## config.mk

```make
export PLATFORM = sky130hd
export DESIGN_NAME = fifo_pkt_reader_flat
export DESIGN_NICKNAME = d
export VERILOG_FILES = /design/src/rtl/fifo_pkt_reader_pkg.sv /design/src/rtl/fifo_pkt_reader_if.sv /design/src/rtl/fifo_pkt_reader_out_reg.sv /design/src/rtl/fifo_pkt_reader.sv /design/src/flat_wrapper.sv
export SDC_FILE = /design/constraint.sdc
export NUM_CORES = 1
export LEC_CHECK = 0
export ABC_AREA = 0
export BUFFER_PORTS_ARGS = -buffer_cell sky130_fd_sc_hd__buf_2
export CAP_MARGIN = 25
export CORE_ASPECT_RATIO = 1.75
export CORE_MARGIN = 5
export CORE_UTILIZATION = 30
export DETAILED_ROUTE_END_ITERATION = 7
export PLACE_DENSITY_LB_ADDON = 0.2
export SETUP_SLACK_MARGIN = 0.05
export SLEW_MARGIN = 10
export SYNTH_ARGS = -nofsm -noshare
export SYNTH_HDL_FRONTEND = slang
export SYNTH_SLANG_ARGS = --single-unit
export TNS_END_PERCENT = 1
```

## constraint.sdc

```tcl
create_clock -name clk -period 2 [get_ports clk]
set_input_delay 0.2 -clock clk [delete_from_list [all_inputs] [get_ports clk]]
set_output_delay 0.2 -clock clk [all_outputs]
set_load 0.02 [all_outputs]
```

## src/rtl/fifo_pkt_reader_pkg.sv

```systemverilog
// rtl/fifo_pkt_reader_pkg.sv - shared types and header helpers for fifo_pkt_reader
// Purpose: FSM state encoding, header length field position and the
//          header legality check used by the packet reader.
// Ports:   none (package).
package fifo_pkt_pkg;

  typedef enum logic [1:0] {
    IDLE,
    PAYLOAD,
    CSUM
  } state_t;

  localparam int LEN_LSB = 0;
  localparam int LEN_MSB = 7;
  localparam int LEN_W   = LEN_MSB - LEN_LSB + 1;

  // A header is usable only if it carries at least one payload word and
  // no more than the configured maximum.
  function automatic logic len_legal(input logic [LEN_W-1:0] len, input int max_len);
    return (len != '0) && (int'(len) <= max_len);
  endfunction

endpackage

```

## src/rtl/fifo_pkt_reader_if.sv

```systemverilog
// rtl/fifo_pkt_reader_if.sv - framed output stream interface of the packet reader
// Purpose: bundles the sop/eop framed valid/ready output beat.
// Signals: out_data (beat word), out_valid, out_ready (sink backpressure),
//          out_sop (header beat), out_eop (checksum beat).
// Modports: master = packet source, slave = packet sink.
interface fifo_pkt_reader_if #(
  parameter int width = 16
);

  logic [width-1:0] out_data;
  logic             out_valid;
  logic             out_ready;
  logic             out_sop;
  logic             out_eop;

  modport master (
    output out_data,
    output out_valid,
    output out_sop,
    output out_eop,
    input  out_ready
  );

  modport slave (
    input  out_data,
    input  out_valid,
    input  out_sop,
    input  out_eop,
    output out_ready
  );

endinterface

```

## src/rtl/fifo_pkt_reader_out_reg.sv

```systemverilog
// rtl/fifo_pkt_reader_out_reg.sv - output beat register with hold-on-stall
// Purpose: single-entry output register. Holds data/valid/sop/eop while the
//          sink stalls and exposes the load enable to the producer.
// Ports:   clk, rst (sync active-high); load, load_data, load_sop, load_eop
//          (candidate beat); ready (sink); ld (register may load this cycle);
//          data, valid, sop, eop (registered beat).
module pkt_out_reg #(
  parameter int width = 16
) (
  input  logic             clk,
  input  logic             rst,
  input  logic             load,
  input  logic [width-1:0] load_data,
  input  logic             load_sop,
  input  logic             load_eop,
  input  logic             ready,
  output logic             ld,
  output logic [width-1:0] data,
  output logic             valid,
  output logic             sop,
  output logic             eop
);

  // Register is free when empty or its current beat leaves this cycle.
  assign ld = !valid || ready;

  always_ff @(posedge clk) begin
    if (rst) begin
      data  <= '0;
      valid <= 1'b0;
      sop   <= 1'b0;
      eop   <= 1'b0;
    end else if (ld) begin
      if (load) begin
        data  <= load_data;
        valid <= 1'b1;
        sop   <= load_sop;
        eop   <= load_eop;
      end else begin
        // Bubble: data is left as-is, framing flags cleared with valid.
        valid <= 1'b0;
        sop   <= 1'b0;
        eop   <= 1'b0;
      end
    end
  end

endmodule

```

## src/rtl/fifo_pkt_reader.sv

```systemverilog
// rtl/fifo_pkt_reader.sv - drains header-prefixed packets from a FIFO into a framed stream
// Purpose: pops header + payload words from a show-ahead FIFO head, emits them
//          with sop on the header and a trailing XOR checksum beat with eop,
//          rejects and counts headers with an illegal length.
// Ports:   clk, rst (sync active-high); fifo_dout, fifo_pndng (FIFO head),
//          fifo_pop (combinational pop); out (framed stream, master);
//          err_len (rejection pulse); pkt_count (wrapping); err_count (saturating).
module fifo_pkt_reader
  import fifo_pkt_pkg::*;
#(
  parameter int width   = 16,
  parameter int max_len = 8
) (
  input  logic                clk,
  input  logic                rst,
  input  logic [width-1:0]    fifo_dout,
  input  logic                fifo_pndng,
  output logic                fifo_pop,
  fifo_pkt_reader_if.master   out,
  output logic                err_len,
  output logic [15:0]         pkt_count,
  output logic [7:0]          err_count
);

  state_t             state;
  logic [LEN_W-1:0]   remaining;
  logic [width-1:0]   checksum;
  logic               ld;
  logic               load;
  logic               load_sop;
  logic               load_eop;
  logic [width-1:0]   load_data;
  logic [LEN_W-1:0]   hdr_len;
  logic               hdr_ok;

  assign hdr_len = fifo_dout[LEN_MSB:LEN_LSB];
  assign hdr_ok  = len_legal(hdr_len, max_len);

  always_comb begin
    fifo_pop  = 1'b0;
    load      = 1'b0;
    load_sop  = 1'b0;
    load_eop  = 1'b0;
    load_data = fifo_dout;
    case (state)
      IDLE: begin
        // Illegal headers are popped too, so the FIFO never wedges on them.
        if (fifo_pndng && ld) begin
          fifo_pop = 1'b1;
          load     = hdr_ok;
          load_sop = 1'b1;
        end
      end
      PAYLOAD: begin
        if (fifo_pndng && ld) begin
          fifo_pop = 1'b1;
          load     = 1'b1;
        end
      end
      CSUM: begin
        load      = 1'b1;
        load_data = checksum;
        load_eop  = 1'b1;
      end
      default: ;
    endcase
    if (rst) fifo_pop = 1'b0;
  end

  pkt_out_reg #(.width(width)) u_out_reg (
    .clk       (clk),
    .rst       (rst),
    .load      (load),
    .load_data (load_data),
    .load_sop  (load_sop),
    .load_eop  (load_eop),
    .ready     (out.out_ready),
    .ld        (ld),
    .data      (out.out_data),
    .valid     (out.out_valid),
    .sop       (out.out_sop),
    .eop       (out.out_eop)
  );

  always_ff @(posedge clk) begin
    if (rst) begin
      state     <= IDLE;
      remaining <= '0;
      checksum  <= '0;
      err_len   <= 1'b0;
      err_count <= '0;
      pkt_count <= '0;
    end else begin
      err_len <= 1'b0;
      if (out.out_valid && out.out_ready && out.out_eop) pkt_count <= pkt_count + 16'd1;
      case (state)
        IDLE: begin
          if (fifo_pndng && ld) begin
            if (hdr_ok) begin
              remaining <= hdr_len;
              checksum  <= '0;
              state     <= PAYLOAD;
            end else begin
              err_len <= 1'b1;
              if (err_count != 8'hFF) err_count <= err_count + 8'd1;
            end
          end
        end
        PAYLOAD: begin
          if (fifo_pndng && ld) begin
            // Checksum register already holds the last word when CSUM loads it.
            checksum  <= checksum ^ fifo_dout;
            remaining <= remaining - 1'b1;
            if (remaining == 1) state <= CSUM;
          end
        end
        CSUM: begin
          if (ld) state <= IDLE;
        end
        default: state <= IDLE;
      endcase
    end
  end

endmodule

```

## src/flat_wrapper.sv

```systemverilog
// flat-port wrapper written by rule: the top's interface ports become plain ports
module fifo_pkt_reader_flat import fifo_pkt_pkg::*;
#(
  parameter int width   = 16,
  parameter int max_len = 8
)
  (clk, rst, fifo_dout, fifo_pndng, fifo_pop, err_len, pkt_count, err_count, out_out_data, out_out_valid, out_out_sop, out_out_eop, out_out_ready);
  fifo_pkt_reader_if #(.width(width)) out_i ();
  input  logic clk;
  input  logic rst;
  input  logic [width-1:0] fifo_dout;
  input  logic fifo_pndng;
  output logic fifo_pop;
  output logic err_len;
  output logic [15:0] pkt_count;
  output logic [7:0] err_count;
  output wire logic [$bits(out_i.out_data)-1:0] out_out_data;
  output wire logic [$bits(out_i.out_valid)-1:0] out_out_valid;
  output wire logic [$bits(out_i.out_sop)-1:0] out_out_sop;
  output wire logic [$bits(out_i.out_eop)-1:0] out_out_eop;
  input wire logic [$bits(out_i.out_ready)-1:0] out_out_ready;
  assign out_out_data = out_i.out_data;
  assign out_out_valid = out_i.out_valid;
  assign out_out_sop = out_i.out_sop;
  assign out_out_eop = out_i.out_eop;
  assign out_i.out_ready = out_out_ready;
  fifo_pkt_reader #(.width(width), .max_len(max_len)) u_core (.clk(clk), .rst(rst), .fifo_dout(fifo_dout), .fifo_pndng(fifo_pndng), .fifo_pop(fifo_pop), .out(out_i), .err_len(err_len), .pkt_count(pkt_count), .err_count(err_count));
endmodule
```

# Word level (Yosys, flattened, before mapping)
# Cells that the tools add are included.
# totals
regBits,70
in_bits,20
out_inout_bits,45
wordCells,68
# op_classes
addsub,3
n_lt_le_gt_ge,1
n_eq_ne,9
n_mux,26
bitwise,4
n_reduce_logical,15
# op_table
op,n
$mux 16,4
$pmux 16 s2,1
$mux 8,3
$add 16x1->16 const B,1
$pmux 8 s2,1
$xor 16x16->16,1
$mux 1,10
$mux 2,5
$ne 2x1->1 const B,5
$add 8x1->8 const B,1
$eq 8x1->1 const B,1
$le 8x4->1 const B,1
$ne 8x8->1 const B,1
$reduce_and 4->1,2
$reduce_bool 8->1,1
$sub 8x1->8 const B,1
$pmux 2 s3,1
$reduce_and 5->1,1
$logic_and 1x1->1,4
$not 1->1,3
$pmux 1 s3,1
$reduce_or 3->1,1
$eq 2x1->1 const B,1
$eq 2x2->1 const B,1
other kinds (6),6

# Longest topological paths before layout
# logic_depth
word_depth,6
depth_mapped,6
mapped_depth_nobuf,6

# By module
# From an unflattened synthesis, not the netlist that was laid out.
# unflattened
hier_cells,414
area_unflattened_um2,3634.7
# modules_own_cells
mod,n_inst,cells_per_inst,area_each_um2,seq_area_each_um2
fifo_pkt_reader,1,328,2850.2,1021.0
pkt_out_reg,1,86,784.5,380.4

# Worst setup path after synthesis
# Ideal clock, no wire load.
# synth_path
path_kind,input-to-reg
from,in fifo_dout[3]
to,reg u_core.u_out_reg.data[1]
setup_ns,0.080
arrival_ns,1.759
required_ns,1.920
slack_ns,0.161
cell_stages,6
path_buffers,2
cell_sequence,or4_4 a311o_4 and2_4 buf_6 buf_8 a211oi_2
# synth_via
elab_chain_len,5
elab_cells_between_ends,6
classes_between,1 x order compare; 2 x mux; 3 x reduce/logical
# synth_lines
element,line_no,source
from (decl),flat_wrapper.sv:11,input logic [width-1:0] fifo_dout;
$le 8x4->1 / $reduce_bool 8->1 (equally long branches),fifo_pkt_reader_pkg.sv:20,return (len != '0) && (int'(len) <= max_len);
$logic_and 1x1->1 *,fifo_pkt_reader_pkg.sv:20,
$mux 1 *,fifo_pkt_reader.sv:48,if (fifo_pndng && ld) begin
$pmux 1 s3 *,fifo_pkt_reader.sv:45,case (state)
$reduce_and 2->1 (no line) *,n/a,
to (signal assigned),fifo_pkt_reader_out_reg.sv:35,data <= load_data;
to (decl),fifo_pkt_reader_out_reg.sv:18,"output logic [width-1:0] data,"
# Mark *: on every way between the ends. The rest lies on a longest branch, timed or not.
# A chain may end at the register's enable or synchronous reset.

# Worst setup path after layout
# layout_path
from,in fifo_dout[3]
to,reg u_core.err_count[6]
# layout_via
elab_chain_len,4
elab_cells_between_ends,5
classes_between,1 x order compare; 1 x bitwise; 3 x reduce/logical
# layout_lines
element,line_no,source
$le 8x4->1 / $reduce_bool 8->1 (equally long branches),fifo_pkt_reader_pkg.sv:20,
$logic_and 1x1->1 *,fifo_pkt_reader_pkg.sv:20,
$not 1->1 (no line) *,n/a,
$reduce_and 4->1 (no line) *,n/a,
to (signal assigned),fifo_pkt_reader.sv:105,if (err_count != 8'hFF) err_count <= err_count + 8'd1;
to (decl),fifo_pkt_reader.sv:22,output logic [7:0] err_count
# Marks and branches as above.

==> results.toml <==
[status]
result_of_the_run = "finished clean"

[setup_path]
crit_family = "simple AND/OR/NAND/NOR gates"
max_stage_delay_ns = 0.57
critPathRequiredTime_ns = 2.22
crit_path_cell_trace = "buf_2 -> or4_4 -> a31o_2 -> nor4_1 -> mux2_2"
timing.critical_path.to_type = "flop"
path_max_fanout = 9
critPathBufInv = 1
critical_path_arrival_ns = 1.92
criticalPathCategory = "primary input to flop"
startpoint = "fifo_dout[3]"
worst_reg2reg_setup_slack_ns = 0.32
r2r-start = "u_core.state[1]"
worstSetupStartpointType = "primary input"
critical-path-slowest-cell = "or4_4"

[pwr]
power.switching_fraction = 0.216
internal_power_mw = 2.79
p_leak_nw = 1.85
pwr-share-comb = 0.071
power.sequential.fraction = 0.400
clkPwrFrac = 0.529
switchingPower_uw = 768
worst_ir_drop_vdd_uv = 443
power-per-cell-area_nw_per_um2 = 786

[detailed_routing]
vias = 3415
routedWlPerCell_microns = 16.4
totalWireLength_microns = 10300
viasPerCell = 5.42
detailedRoute.firstIterationViolations = 125
drc = 0
drt_pre_antenna_iters = 4
drtAntennaViolNets = 0

[floorplanning]
floorplan.die.height_microns = 155
design.core.area_sq_um = 11900
io_pins = 65
start_util = 0.302
total_die_area_sq_um = 14300
die_width_microns = 92.7
rows = 53

[timing]
tightestPinTransition_ns = 0.529
rsz0062_at_grt = "false"
final_critical_path_time_including_i_o_delays_and_setup_ns = 1.70
worst_skew_ns = 0.00679
timing_hold_violations_final = 0
timing.final.max_slew_violations = 0
fin_crit_sh = 0.850
fmaxAchievable_mhz = 589
setup-violations-final = 0
worst_slack_ns = 0.301
timing.slew.headroom = 0.647
totalNegativeSetupSlack_ns = 0

[synth]
netlist-cell-type-count = 46
synth-async-reset-ratio = 0
synth_edf_count = 0
netlist_area_sq_um = 3590
yosysWarnings = 0
ys_top_cells_by_count = "70 x dfxtp_1, 49 x a21oi_1, 35 x o21ai_0"
synth_top_cells_by_area = "dfxtp_1 39%, a21oi_1 6.8%, o21ai_0 4.9%"
yosysMostFrequentCell = "dfxtp_1"
post_synthesis_sequential_element_count = 70
synthesized_instance_count = 411
synth_largest_area_cell = "dfxtp_1"
syn_avg_cell_area_sq_um = 8.73
synth_top_area_share = 0.390
syn-num-nets = 435
ys.flop_type = "dfxtp_1"
ys_seq_area_frac = 0.390

[clocking]
buffers_inserted_by_post_cts_timing_repair = 0
numCtsBuffers = 9
clock_input_transition_at_the_sequential_cells_of_the_worst_setup_and_hold_paths_ns = 0.05
clk_path_buf_depth = 2
clkLatencyLatePin_ns = 0.34
htree_num_levels = 3
tritoncts = "yes"
cts_hold_buf = 0
cts_num_sinks = 70
cts-root-buf = "clkbuf_16"
cts_repair_resize_count = 0

[cells_and_area]
final_core_util = 0.381
p_r_area_growth_vs_syn_pct = 26.1
drive_gt1_frac = 0.258
nNetsFinal = 512
num_antenna_cells = 0
finalInstanceArea_sq_um = 4530

[placed_design]
place.gp.congestion = 0.843
detailedPlacementHpwl_microns = 7560
numPortBuffers = 64
pre_cts_slack_ns = -0.0745
placed_area_sq_um = 4180

[grt]
grt_antenna_before_repair = 0
grt_start_max_net_pins = 28
via_count_of_the_first_global_routing_pass = 3358
globalRouteTotalUtil = 0.149
first_pass_grt_wire_length_microns = 17000
globalRouteOverflowTotal = 0

[hold_path]
hold_start = "fifo_pndng"
min-delay-path-class = "primary input to flop"

[run]
timing.max_cap.violations = 0
## cells by family (layout without fill, tap and decap cells)
logic type | after synthesis | in the layout | share of synthesized area
buffers and inverters | 34 | 116 | 0.0415
multiplexers | 22 | 22 | 0.0631
flip-flops | 70 | 70 | 0.390
AND/OR/NAND/NOR | 139 | 139 | 0.228
adder cells (fa/ha/maj) | 4 | 4 | 0.0139
AO/OA/AOI/OAI | 132 | 132 | 0.238
XOR/XNOR | 10 | 10 | 0.0244
## layout by cell type, fill, tap and decap left out, drive strengths merged, types with 3 or more instances in the layout
master	count
a31oi	3
nand4	9
nand2b	6
nor4	7
a21oi	49
nor4b	16
xnor2	4
xor2	6
dfxtp	70
clkbuf	13
or4	7
and3	4
a211oi	18
ha	4
bufinv	3
nor2	28
nor2b	22
o21ai	35
nor3	6
or3	5
nand2	9
buf	93
mux2	5
nand3	13
inv	7
mux2i	17
o31ai	10
o311ai	5
## flip-flops by register name, summed over array words and instances (netlist names)
| name | cells |
|---|---|
| u_core.pkt_count | 16 |
| u_core.u_out_reg.sop | 1 |
| u_core.err_len | 1 |
| u_core.u_out_reg.valid | 1 |
| u_core.u_out_reg.eop | 1 |
| u_core.checksum | 16 |
| u_core.u_out_reg.data | 16 |
| u_core.state | 2 |
| u_core.remaining | 8 |
| u_core.err_count | 8 |
## worst min-delay path, cell delays in order
cell	delay (ns)
buf_2	0.13
o2111ai_1	0.09
a21oi_1	0.06
## metrics by stage
stage / hold slack (ns) / total power [mW] / std cells
after CTS: 0.195 / 3.61 / 630
after detailed placement: 0.458 / 1.71 / 614
after global placement: 0.453 / 1.71 / 614
final: 0.201 / 3.56 / 630
after global routing: 0.209 / 3.71 / 630
after floorplan: 0.389 / 1.60 / 411
## layout make-up
cell class	instances	area, sq um
Multi-Input combinational cell	307	2040
Clock buffer	13	260
Fill cell	1221	7340
Timing Repair Buffer	93	538
Tap cell	137	171
Inverter	7	26.3
Sequential cell	70	1400
Clock inverter	3	90.1
## power groups by stage
stage	clock, mW	sequential (mW)	combinational [mW]
2_1_floorplan	0	1.47	0.129
3_3_place_gp	0	1.45	0.253
3_5_place_dp	0	1.45	0.256
4_1_cts	1.93	1.42	0.256
5_1_grt	2.01	1.42	0.278
6_report	1.88	1.42	0.253
## path summary, 6_finish.rpt
path | endpoint | depth (start not counted)
worst max-delay path | u_core.err_count[6] | 5
worst min-delay path | u_core.remaining[7] | 3
worst max register to register | u_core.remaining[6] | 5
worst min register to register | u_core.u_out_reg.sop | 2
## routing by layer
layer  share of wire  wire length (microns)  up-vias  global-route usage
met2            0.52                   5400       68               0.263
met1            0.41                   4240     1632               0.166
met5               0                      0        -                   0
met4           0.024                    253        0              0.0678
li1                -                      -     1699                   -
met3           0.044                    460       16              0.0375
Note: power is estimated with default switching activity, not from simulation.
